File: config.mk
export PLATFORM = sky130hd
export DESIGN_NAME = pipe_cmd_responder
export DESIGN_NICKNAME = d
export VERILOG_FILES = /design/src/rtl/pipe_cmd_responder.sv
export SDC_FILE = /design/constraint.sdc
export NUM_CORES = 1
export LEC_CHECK = 0
export CAP_MARGIN = 30
export CORE_MARGIN = 1.5
export CORE_UTILIZATION = 30
export CTS_BUF_LIST = sky130_fd_sc_hd__clkbuf_4
export CTS_CLUSTER_SIZE = 40
export DETAILED_ROUTE_END_ITERATION = 10
export SLEW_MARGIN = 40
export SYNTH_ARGS = -nofsm -noshare
export SYNTH_HDL_FRONTEND = slang
export SYNTH_SLANG_ARGS = --single-unit
File: constraint.sdc
create_clock -name user_clk -period 4 [get_ports user_clk]
set_clock_uncertainty 0.1 [all_clocks]
set_input_delay 0.4 -clock user_clk [delete_from_list [all_inputs] [get_ports user_clk]]
set_output_delay 0.4 -clock user_clk [all_outputs]
set_load 0.03 [all_outputs]
File: src/rtl/pipe_cmd_responder.sv
// rtl/pipe_cmd_responder.sv - Target-side host command responder driving a single-outstanding register bus.
// Commands are executed beat by beat; reads answer per beat, writes answer once at the end or on error.
module pipe_cmd_responder #(
  parameter int TIMEOUT_CYCLES = 256,
  parameter int RST_CYCLES     = 16,
  parameter int MAX_LEN        = 64
) (
  input  logic        user_clk,
  input  logic        user_reset_n,
  input  logic        cmd_valid,
  output logic        cmd_ready,
  input  logic [7:0]  cmd_type,
  input  logic [31:0] cmd_address,
  input  logic [31:0] cmd_data,
  input  logic [15:0] cmd_length,
  input  logic [7:0]  cmd_tag,
  output logic        rsp_valid,
  input  logic        rsp_ready,
  output logic [7:0]  rsp_type,
  output logic [31:0] rsp_read_data,
  output logic [7:0]  rsp_tag,
  output logic [7:0]  rsp_status,
  output logic [31:0] rsp_timestamp,
  output logic        reg_req,
  output logic        reg_we,
  output logic [31:0] reg_addr,
  output logic [31:0] reg_wdata,
  input  logic        reg_ack,
  input  logic        reg_err,
  input  logic [31:0] reg_rdata,
  output logic        soft_rst,
  output logic        busy
);

  typedef enum logic [2:0] {S_IDLE, S_CHECK, S_BUS, S_RSP, S_SRST} state_e;

  localparam logic [7:0] T_RD = 8'h01;
  localparam logic [7:0] T_WR = 8'h02;
  localparam logic [7:0] T_SR = 8'h03;
  localparam logic [7:0] ST_OK = 8'h00, ST_BUSERR = 8'h01, ST_TIMEOUT = 8'h02;
  localparam logic [7:0] ST_BADTYPE = 8'h03, ST_BADLEN = 8'h04;

  state_e      state_q, state_d;
  logic [7:0]  type_q, type_d, tag_q, tag_d, status_q, status_d, rsp_type_q, rsp_type_d;
  logic [31:0] addr_q, addr_d, data_q, data_d, rdata_q, rdata_d;
  logic [31:0] ts_q, ts_d, rsp_ts_q, rsp_ts_d;
  logic [15:0] len_q, len_d, beat_q, beat_d, wait_q, wait_d;
  logic [7:0]  rst_cnt_q, rst_cnt_d;
  logic        req_q, req_d, srst_q, srst_d, ready_q, ready_d;

  always_comb begin
    state_d    = state_q;
    type_d     = type_q;
    tag_d      = tag_q;
    status_d   = status_q;
    rsp_type_d = rsp_type_q;
    addr_d     = addr_q;
    data_d     = data_q;
    rdata_d    = rdata_q;
    rsp_ts_d   = rsp_ts_q;
    len_d      = len_q;
    beat_d     = beat_q;
    wait_d     = wait_q;
    rst_cnt_d  = rst_cnt_q;
    req_d      = req_q;
    srst_d     = srst_q;
    ts_d       = ts_q + 32'd1;

    case (state_q)
      S_IDLE: begin
        if (cmd_valid && ready_q) begin
          type_d   = cmd_type;
          addr_d   = cmd_address;
          data_d   = cmd_data;
          tag_d    = cmd_tag;
          len_d    = (cmd_length == 16'd0) ? 16'd1 : cmd_length;
          beat_d   = 16'd0;
          rdata_d  = 32'd0;
          status_d = ST_OK;
          state_d  = S_CHECK;
        end
      end
      S_CHECK: begin
        if (type_q != T_RD && type_q != T_WR && type_q != T_SR) begin
          status_d = ST_BADTYPE;
          state_d  = S_RSP;
        end else if (type_q == T_SR) begin
          srst_d    = 1'b1;
          rst_cnt_d = 8'd0;
          state_d   = S_SRST;
        end else if (len_q > 16'(MAX_LEN)) begin
          status_d = ST_BADLEN;
          state_d  = S_RSP;
        end else begin
          req_d   = 1'b1;
          wait_d  = 16'd0;
          state_d = S_BUS;
        end
      end
      S_BUS: begin
        if (!req_q) begin
          // Inter-beat gap cycle for write bursts.
          req_d  = 1'b1;
          wait_d = 16'd0;
        end else if (reg_ack) begin
          req_d = 1'b0;
          if (type_q == T_RD) begin
            rdata_d = reg_rdata;
          end
          if (reg_err) begin
            status_d = ST_BUSERR;
            state_d  = S_RSP;
          end else if (type_q == T_RD || beat_q == len_q - 16'd1) begin
            status_d = ST_OK;
            state_d  = S_RSP;
          end else begin
            beat_d = beat_q + 16'd1;
          end
        end else if (wait_q == 16'(TIMEOUT_CYCLES - 1)) begin
          req_d    = 1'b0;
          status_d = ST_TIMEOUT;
          state_d  = S_RSP;
        end else begin
          wait_d = wait_q + 16'd1;
        end
      end
      S_RSP: begin
        if (rsp_ready) begin
          if (type_q == T_RD && status_q == ST_OK && beat_q != len_q - 16'd1) begin
            beat_d  = beat_q + 16'd1;
            req_d   = 1'b1;
            wait_d  = 16'd0;
            state_d = S_BUS;
          end else begin
            state_d = S_IDLE;
          end
        end
      end
      S_SRST: begin
        if (rst_cnt_q == 8'(RST_CYCLES - 1)) begin
          srst_d   = 1'b0;
          status_d = ST_OK;
          state_d  = S_RSP;
        end else begin
          rst_cnt_d = rst_cnt_q + 8'd1;
        end
      end
      default: state_d = S_IDLE;
    endcase

    ready_d = (state_d == S_IDLE);
    // Response fields freeze on the cycle the response is first presented.
    if (state_d == S_RSP && state_q != S_RSP) begin
      rsp_ts_d   = ts_d;
      rsp_type_d = type_q | 8'h80;
    end
  end

  always_ff @(posedge user_clk or negedge user_reset_n) begin
    if (!user_reset_n) begin
      state_q    <= S_IDLE;
      type_q     <= 8'd0;
      tag_q      <= 8'd0;
      status_q   <= 8'd0;
      rsp_type_q <= 8'd0;
      addr_q     <= 32'd0;
      data_q     <= 32'd0;
      rdata_q    <= 32'd0;
      ts_q       <= 32'd0;
      rsp_ts_q   <= 32'd0;
      len_q      <= 16'd0;
      beat_q     <= 16'd0;
      wait_q     <= 16'd0;
      rst_cnt_q  <= 8'd0;
      req_q      <= 1'b0;
      srst_q     <= 1'b0;
      ready_q    <= 1'b0;
    end else begin
      state_q    <= state_d;
      type_q     <= type_d;
      tag_q      <= tag_d;
      status_q   <= status_d;
      rsp_type_q <= rsp_type_d;
      addr_q     <= addr_d;
      data_q     <= data_d;
      rdata_q    <= rdata_d;
      ts_q       <= ts_d;
      rsp_ts_q   <= rsp_ts_d;
      len_q      <= len_d;
      beat_q     <= beat_d;
      wait_q     <= wait_d;
      rst_cnt_q  <= rst_cnt_d;
      req_q      <= req_d;
      srst_q     <= srst_d;
      ready_q    <= ready_d;
    end
  end

  assign cmd_ready     = ready_q;
  assign rsp_valid     = (state_q == S_RSP);
  assign rsp_type      = rsp_type_q;
  assign rsp_read_data = rdata_q;
  assign rsp_tag       = tag_q;
  assign rsp_status    = status_q;
  assign rsp_timestamp = rsp_ts_q;
  assign reg_req       = req_q;
  assign reg_we        = (type_q == T_WR);
  assign reg_addr      = addr_q + {14'd0, beat_q, 2'b00};
  assign reg_wdata     = data_q;
  assign soft_rst      = srst_q;
  assign busy          = (state_q != S_IDLE);

endmodule

==> impl_metrics.yaml, run 1 <==
critical_path:
  startpoint: "beat_q[5]"
  cp_max_fo: 5
  arrival_ps: 3300
  slowest_stage: "clkdlybuf4s50_1"
  crit_type: "flop to output pin"
  cp_top_family: "compound AO/OA/AOI/OAI gates"
  worst-path-buf-inv: 1
  worstReg2RegStart: "len_q[0]"
  worstSetupEndpointType: "output pin"
  start_kind: "flop"
  cp_cell_sequence: "ha_1, o21a_1, o211ai_1, o21bai_2, nand2_1, a21oi_1, xnor2_1, clkdlybuf4s50_1"
  rrSetupSlack_ps: 370
  max_stage_delay_ps: 690
  reg2reg_to: "wait_q[13]"
  critPathRequiredTime_ps: 3500
  ff2ff_path_depth: 10
sta:
  setup-tns-final_ps: 0
  hold_violations: 0
  setup_viol: 0
  slew_headroom_pct: 45.2
  worst-slew-pin-transition_ps: 821
  period_minus_slack_ps: 3800
  fmax_mhz: 263
  period_share_pct: 94.9
  holdWs_ps: 70.1
  maxSlewViolCount: 0
  rsz0062_at_grt: "true"
  setup_slack_ps: 204
cts:
  root_buffer: "clkbuf_4"
  clock_latency_ps: 740
  path_clk_slew_ps: 70
  clk_path_buf_depth: 3
  cts_made_buffers: 74
  cts_max_level: 3
  cts_tree: "built"
  numClockSinks: 249
synthesis:
  synth_area_sq_um: 12100
  yosys-top-cells-area: "dfrtp_1 51%, nand2_1 13%, mux2_4 4.8%, xnor2_1 3.8%, o21ai_0 2.5%"
  ys.warnings.count: 0
  syn_avg_cell_area_sq_um: 9.43
  synthArstFlopShare_pct: 100
  ys_ff_latch: 249
  syn_inst: 1285
  synth_flop_cell: "dfrtp_1"
  yosysUniqueCellTypes: 61
  synth_top_area_share_pct: 51.4
  synth-edff-count: 0
  ys_seq_area_share_pct: 51.4
  synth_largest_area_cell: "dfrtp_1"
floorplan:
  ios: 292
  core_sq_um: 39800
  fp.dieArea_sq_um: 41600
  die_w_microns: 204
  rows: 73
  initial_core_util_pct: 30.4
  die_h_microns: 204
global_route:
  grt_pass1_vias: 10600
  grt_pass1_wl_microns: 55200
  antenna_found_initial: 5
  overflow: 0
  grt_max_degree: 79
  grt_usage_pct: 16.7
run:
  drv_cap: 0
placement:
  routabilityCongestion: 0.830
  io_buffer_count: 286
  place_area_sq_um: 15600
  pre_cts_ws_ps: 341
  place_hpwl_microns: 24500
power:
  irDropWorstVdd_uv: 408
  leakagePower_nw: 7.69
  powerDensity_nw_per_um2: 679
cells_and_area:
  syn2layout_area_growth_pct: 36.7
  fin_area_sq_um: 16600
  layout.nets: 1777
  drive_above_1_share_pct: 13.8
  num-fill-cells: 4016
  final_core_util_pct: 41.6
route:
  drc: 0
  via_count: 10400
  drt_iter0_drc: 428
  wl_per_cell_microns: 15.7
  viasPerCell: 4.72
  firstDrtPassIters: 5
  final_antenna_net_count: 0
  routed_wl_microns: 34500
status:
  status: "completed"
min_path:
  min_path_type: "input pin to async pin"
-- metrics by stage --
step           power (mW)  std cells
2_1_floorplan        7.04       1289
3_3_place_gp         8.96       2061
3_5_place_dp         9.03       2062
4_1_cts              11.4       2193
5_1_grt              12.1       2198
6_report             11.2       2198
-- cells in the mapped netlist (5+ instances only) --
cell type,number
a211oi_1,12
a21oi_1,35
a31oi_1,13
and3_1,26
buf_4,11
buf_6,5
clkbuf_1,39
dfrtp_1,249
ha_1,21
inv_1,21
mux2_4,39
nand2_1,404
nand2b_1,13
nand3_1,39
nand4_1,9
nor2_1,50
nor2b_1,7
nor3_1,13
nor4_1,10
o21ai_0,61
o21ai_1,18
o31ai_1,7
or2_2,8
or3_1,18
or4_1,9
xnor2_1,53
xor2_1,24
-- sequential cells by signal (all words and copies together) (netlist names), 8 cells and up --
| register | count |
|---|---|
| rst_cnt_q | 8 |
| ts_q | 32 |
| rsp_type | 8 |
| len_q | 16 |
| reg_wdata | 32 |
| rsp_timestamp | 32 |
| beat_q | 16 |
| wait_q | 16 |
| type_q | 8 |
| rsp_tag | 8 |
| addr_q | 32 |
| rsp_read_data | 32 |
-- cell families after synthesis --
group,synth area share [%]
fa+ha+maj,2.33
mux,5.08
other cells,0.0309
compound gates,9.42
flops,51.4
buf+inv,3.07
xor+xnor,5.57
simple gates,23.1
-- cell type report --
type	count	area, sq um	area share (%)
antenna	2	5.00	0.0302
clock inverter	28	114	0.687
tap	525	657	3.97
inverter	21	78.8	0.476
clock buffer	98	736	4.44
sequential	249	6230	37.6
multi-input combinational	962	5640	34.0
timing repair buffer	313	3100	18.7
-- report_power, final --
group / internal (mW) / switching (mW)
logic: 2.12 / 3.07
clock network: 1.14 / 1.13
registers: 3.21 / 0.577
total: 6.46 / 4.78
-- cells in the final DEF, fill, tap and decap left out, types with 26 or more instances in the layout --
cell type        Yosys  layout
buf_4               11      29
dfrtp_1            249     246
o21ai_0             61      59
mux2_4              39      39
nor2_1              50      49
and3_1              26      26
xnor2_1             53      53
clkbuf_4             0      98
nand2_1            404     404
nand3_1             39      39
a21oi_1             35      35
clkdlybuf4s50_1      0     265
-- metal layers --
metal / share of wire, % / track usage (%) / vias up
met5: 0.090 / 0 / -
met4: 3.6 / 7.46 / 4
met3: 8.2 / 6.43 / 78
met2: 46 / 26.6 / 350
met1: 42 / 20.0 / 4894
li1: - / - / 5057
-- worst reg2reg max path, delay by kind of cell, from the launching register on --
kind	cells	cell delay, ps
simple gates	4	1370
compound gates	4	1270
flops	1	430
fa+ha+maj	1	240
buf+inv	1	110
-- worst max-delay path by stage --
stage,endpoint,slack [ps],cells after the start
2_1_floorplan,reg_addr[16],540,10
3_3_place_gp,wait_q[13],410,8
3_5_place_dp,wait_q[13],340,10
4_1_cts,reg_addr[23],9,10
5_1_grt,reg_addr[31],-30,10
6_report,reg_addr[12],200,8
-- what timing repair did --
action,4_1_cts,5_1_grt
setup buffers,3,3
hold endpoints to repair,202,0
gates resized for setup,39,22
pin swaps,3,6
setup endpoints to repair,21,18
hold buffers,2,0
Note: power is estimated with default switching activity, not from simulation.
==> run 2: changes to the inputs <==
--- a/config.mk
+++ b/config.mk
@@ -6,11 +6,12 @@
 export NUM_CORES = 1
 export LEC_CHECK = 0
 export CAP_MARGIN = 30
-export CORE_MARGIN = 1.5
-export CORE_UTILIZATION = 30
+export CORE_MARGIN = 1
+export CORE_UTILIZATION = 52
 export CTS_BUF_LIST = sky130_fd_sc_hd__clkbuf_4
 export CTS_CLUSTER_SIZE = 40
 export DETAILED_ROUTE_END_ITERATION = 10
+export PLACE_DENSITY = 0.83
 export SLEW_MARGIN = 40
 export SYNTH_ARGS = -nofsm -noshare
 export SYNTH_HDL_FRONTEND = slang
==> run 2 against run 1 <==
Effect of this change:
- setup slack worse by 27 ps
- sequential share of layout area up 0.96 points
- utilization grew 29 points
- routed wire length down 8.3%
- power fell by 1.1%
- final area shrank 2.5%
- critical path depth is 2 higher
==> impl_metrics.yaml, run 2 (same netlist as run 1, synthesis figures left out) <==
global_route:
  grt_max_degree: 74
  grt_pass1_wl_microns: 51300
  grt_pass1_vias: 10500
  overflow: 0
  grt_usage_pct: 26.9
  antenna_found_initial: 2
placement:
  io_buffer_count: 286
  place_hpwl_microns: 22600
  routabilityCongestion: 0.909
  place_area_sq_um: 15300
cts:
  numClockSinks: 249
  cts_tree: "built"
  clock_latency_ps: 670
  clk_path_buf_depth: 3
  cts_max_level: 3
  path_clk_slew_ps: 60
  cts_made_buffers: 66
  root_buffer: "clkbuf_4"
sta:
  setup-tns-final_ps: 0
  holdWs_ps: 168
  period_minus_slack_ps: 3820
  maxSlewViolCount: 0
  setup_viol: 0
  slew_headroom_pct: 46.5
  hold_violations: 0
  rsz0062_at_grt: "false"
  worst-slew-pin-transition_ps: 800
  period_share_pct: 95.6
  fmax_mhz: 262
cells_and_area:
  multi_input_area_sq_um: 5620
  drive_above_1_share_pct: 13.2
  mostFrequentLayoutCell: "nand2_1"
  syn2layout_area_growth_pct: 33.3
  fin_area_sq_um: 16200
  layout_common_cells: "404 x nand2_1, 268 x clkdlybuf4s50_1, 247 x dfrtp_1"
  layout.area.seq_sq_um: 6230
  layout.nets: 1760
  num-fill-cells: 1698
route:
  viasPerCell: 5.33
  wl_per_cell_microns: 16.1
  firstDrtPassIters: 5
  routed_wl_microns: 31600
  drt_iter0_drc: 435
  drc: 0
  via_count: 10500
  final_antenna_net_count: 0
floorplan:
  fp.dieArea_sq_um: 23900
  core_sq_um: 22800
  die_w_microns: 155
  rows: 55
  initial_core_util_pct: 53.2
  ios: 292
  die_h_microns: 155
critical_path:
  ff2ff_path_depth: 10
  rrSetupSlack_ps: 430
  critPathRequiredTime_ps: 3500
  cp_max_fo: 8
  slowest_stage: "dfrtp_2"
  reg2reg_to: "wait_q[15]"
  worstReg2RegStart: "len_q[0]"
  worstSetupEndpointType: "output pin"
  max_stage_delay_ps: 470
  startpoint: "beat_q[6]"
  crit_type: "flop to output pin"
  cp_cell_sequence: "ha_1, a211o_1, a211oi_2, o21ai_1, nand3_1, a31oi_1, a31o_2, nand2_1, xnor2_1, clkdlybuf4s15_2"
  start_kind: "flop"
  arrival_ps: 3320
  cp-endpoint: "reg_addr[27]"
power:
  leakagePower_nw: 7.59
  irDropWorstVdd_uv: 473
  p_total_mw: 11.1
  powerDensity_nw_per_um2: 688
min_path:
  min_path_type: "input pin to async pin"
run:
  drv_cap: 0
status:
  status: "completed"
==> run 2: changes by cell type in the layout (fill, tap and decap cells not counted), sizes merged, moves of 2 or more <==
cell,delta
buf,-7
inv,-2
clkinv,-17
clkdlybuf4s15,+2
dlygate4sd2,-3
clkdlybuf4s50,+3
==> run 2: report_power, final <==
| part | total (mW) | leakage [nW] | switching [mW] | internal [mW] |
|---|---|---|---|---|
| clock | 2.18 | 0.490 | 1.02 | 1.16 |
| combinational | 5.15 | 3.85 | 3.06 | 2.09 |
| sequential | 3.79 | 3.25 | 0.583 | 3.20 |
==> run 2: routing by layer <==
layer | track usage (%) | up-vias | share of wire, %
met1 | 31.6 | 5000 | 41
met4 | 10.7 | 0 | 2.5
met3 | 9.30 | 66 | 8.4
li1 | - | 5024 | -
met5 | 0 | - | 0
met2 | 45.2 | 382 | 48
==> run 2: layout make-up <==
class | instances | share of cell area [%]
Multi-Input combinational cell | 962 | 34.8
Timing Repair Buffer | 304 | 18.6
Clock buffer | 102 | 4.74
Antenna cell | 2 | 0.0310
Sequential cell | 249 | 38.6
Clock inverter | 10 | 0.279
Inverter | 21 | 0.488
Tap cell | 313 | 2.42
==> run 2: critical path, delay by kind of cell, from the launching register on <==
kind | cells | cell delay (ps)
fa+ha+maj | 1 | 340
xor+xnor | 1 | 120
simple gates | 2 | 240
buf+inv | 1 | 320
compound gates | 5 | 1200
flops | 1 | 470
==> run 2: metrics by stage <==
| step | instances | worst slack (ps) | util (%) |
|---|---|---|---|
| after floorplan | 1289 | 538 | - |
| after global placement | 1846 | 466 | 66.9 |
| after detailed placement | 1847 | 268 | 67.0 |
| after CTS | 1961 | 2.67 | 70.7 |
| after global routing | 1963 | 6.07 | 70.9 |
| final | 1963 | 176 | 70.9 |
==> run 2: timing repair <==
action,in CTS,in global routing
pin swaps,2,9
endpoints found under the setup margin,21,23
gates resized for setup,29,23
setup buffers,1,0
hold buffers,1,0
endpoints found under the hold margin,155,0
==> run 2: worst min-delay path by stage <==
stage,start,to,slack (ps),cells after the start
after floorplan,user_reset_n,addr_q[0],4,0
after global placement,rsp_type[7],rsp_type[7],350,1
after detailed placement,user_reset_n,rsp_timestamp[2],260,1
after CTS,cmd_data[11],reg_wdata[11],110,3
after global routing,cmd_data[1],reg_wdata[1],130,3
final,user_reset_n,rsp_timestamp[4],170,2
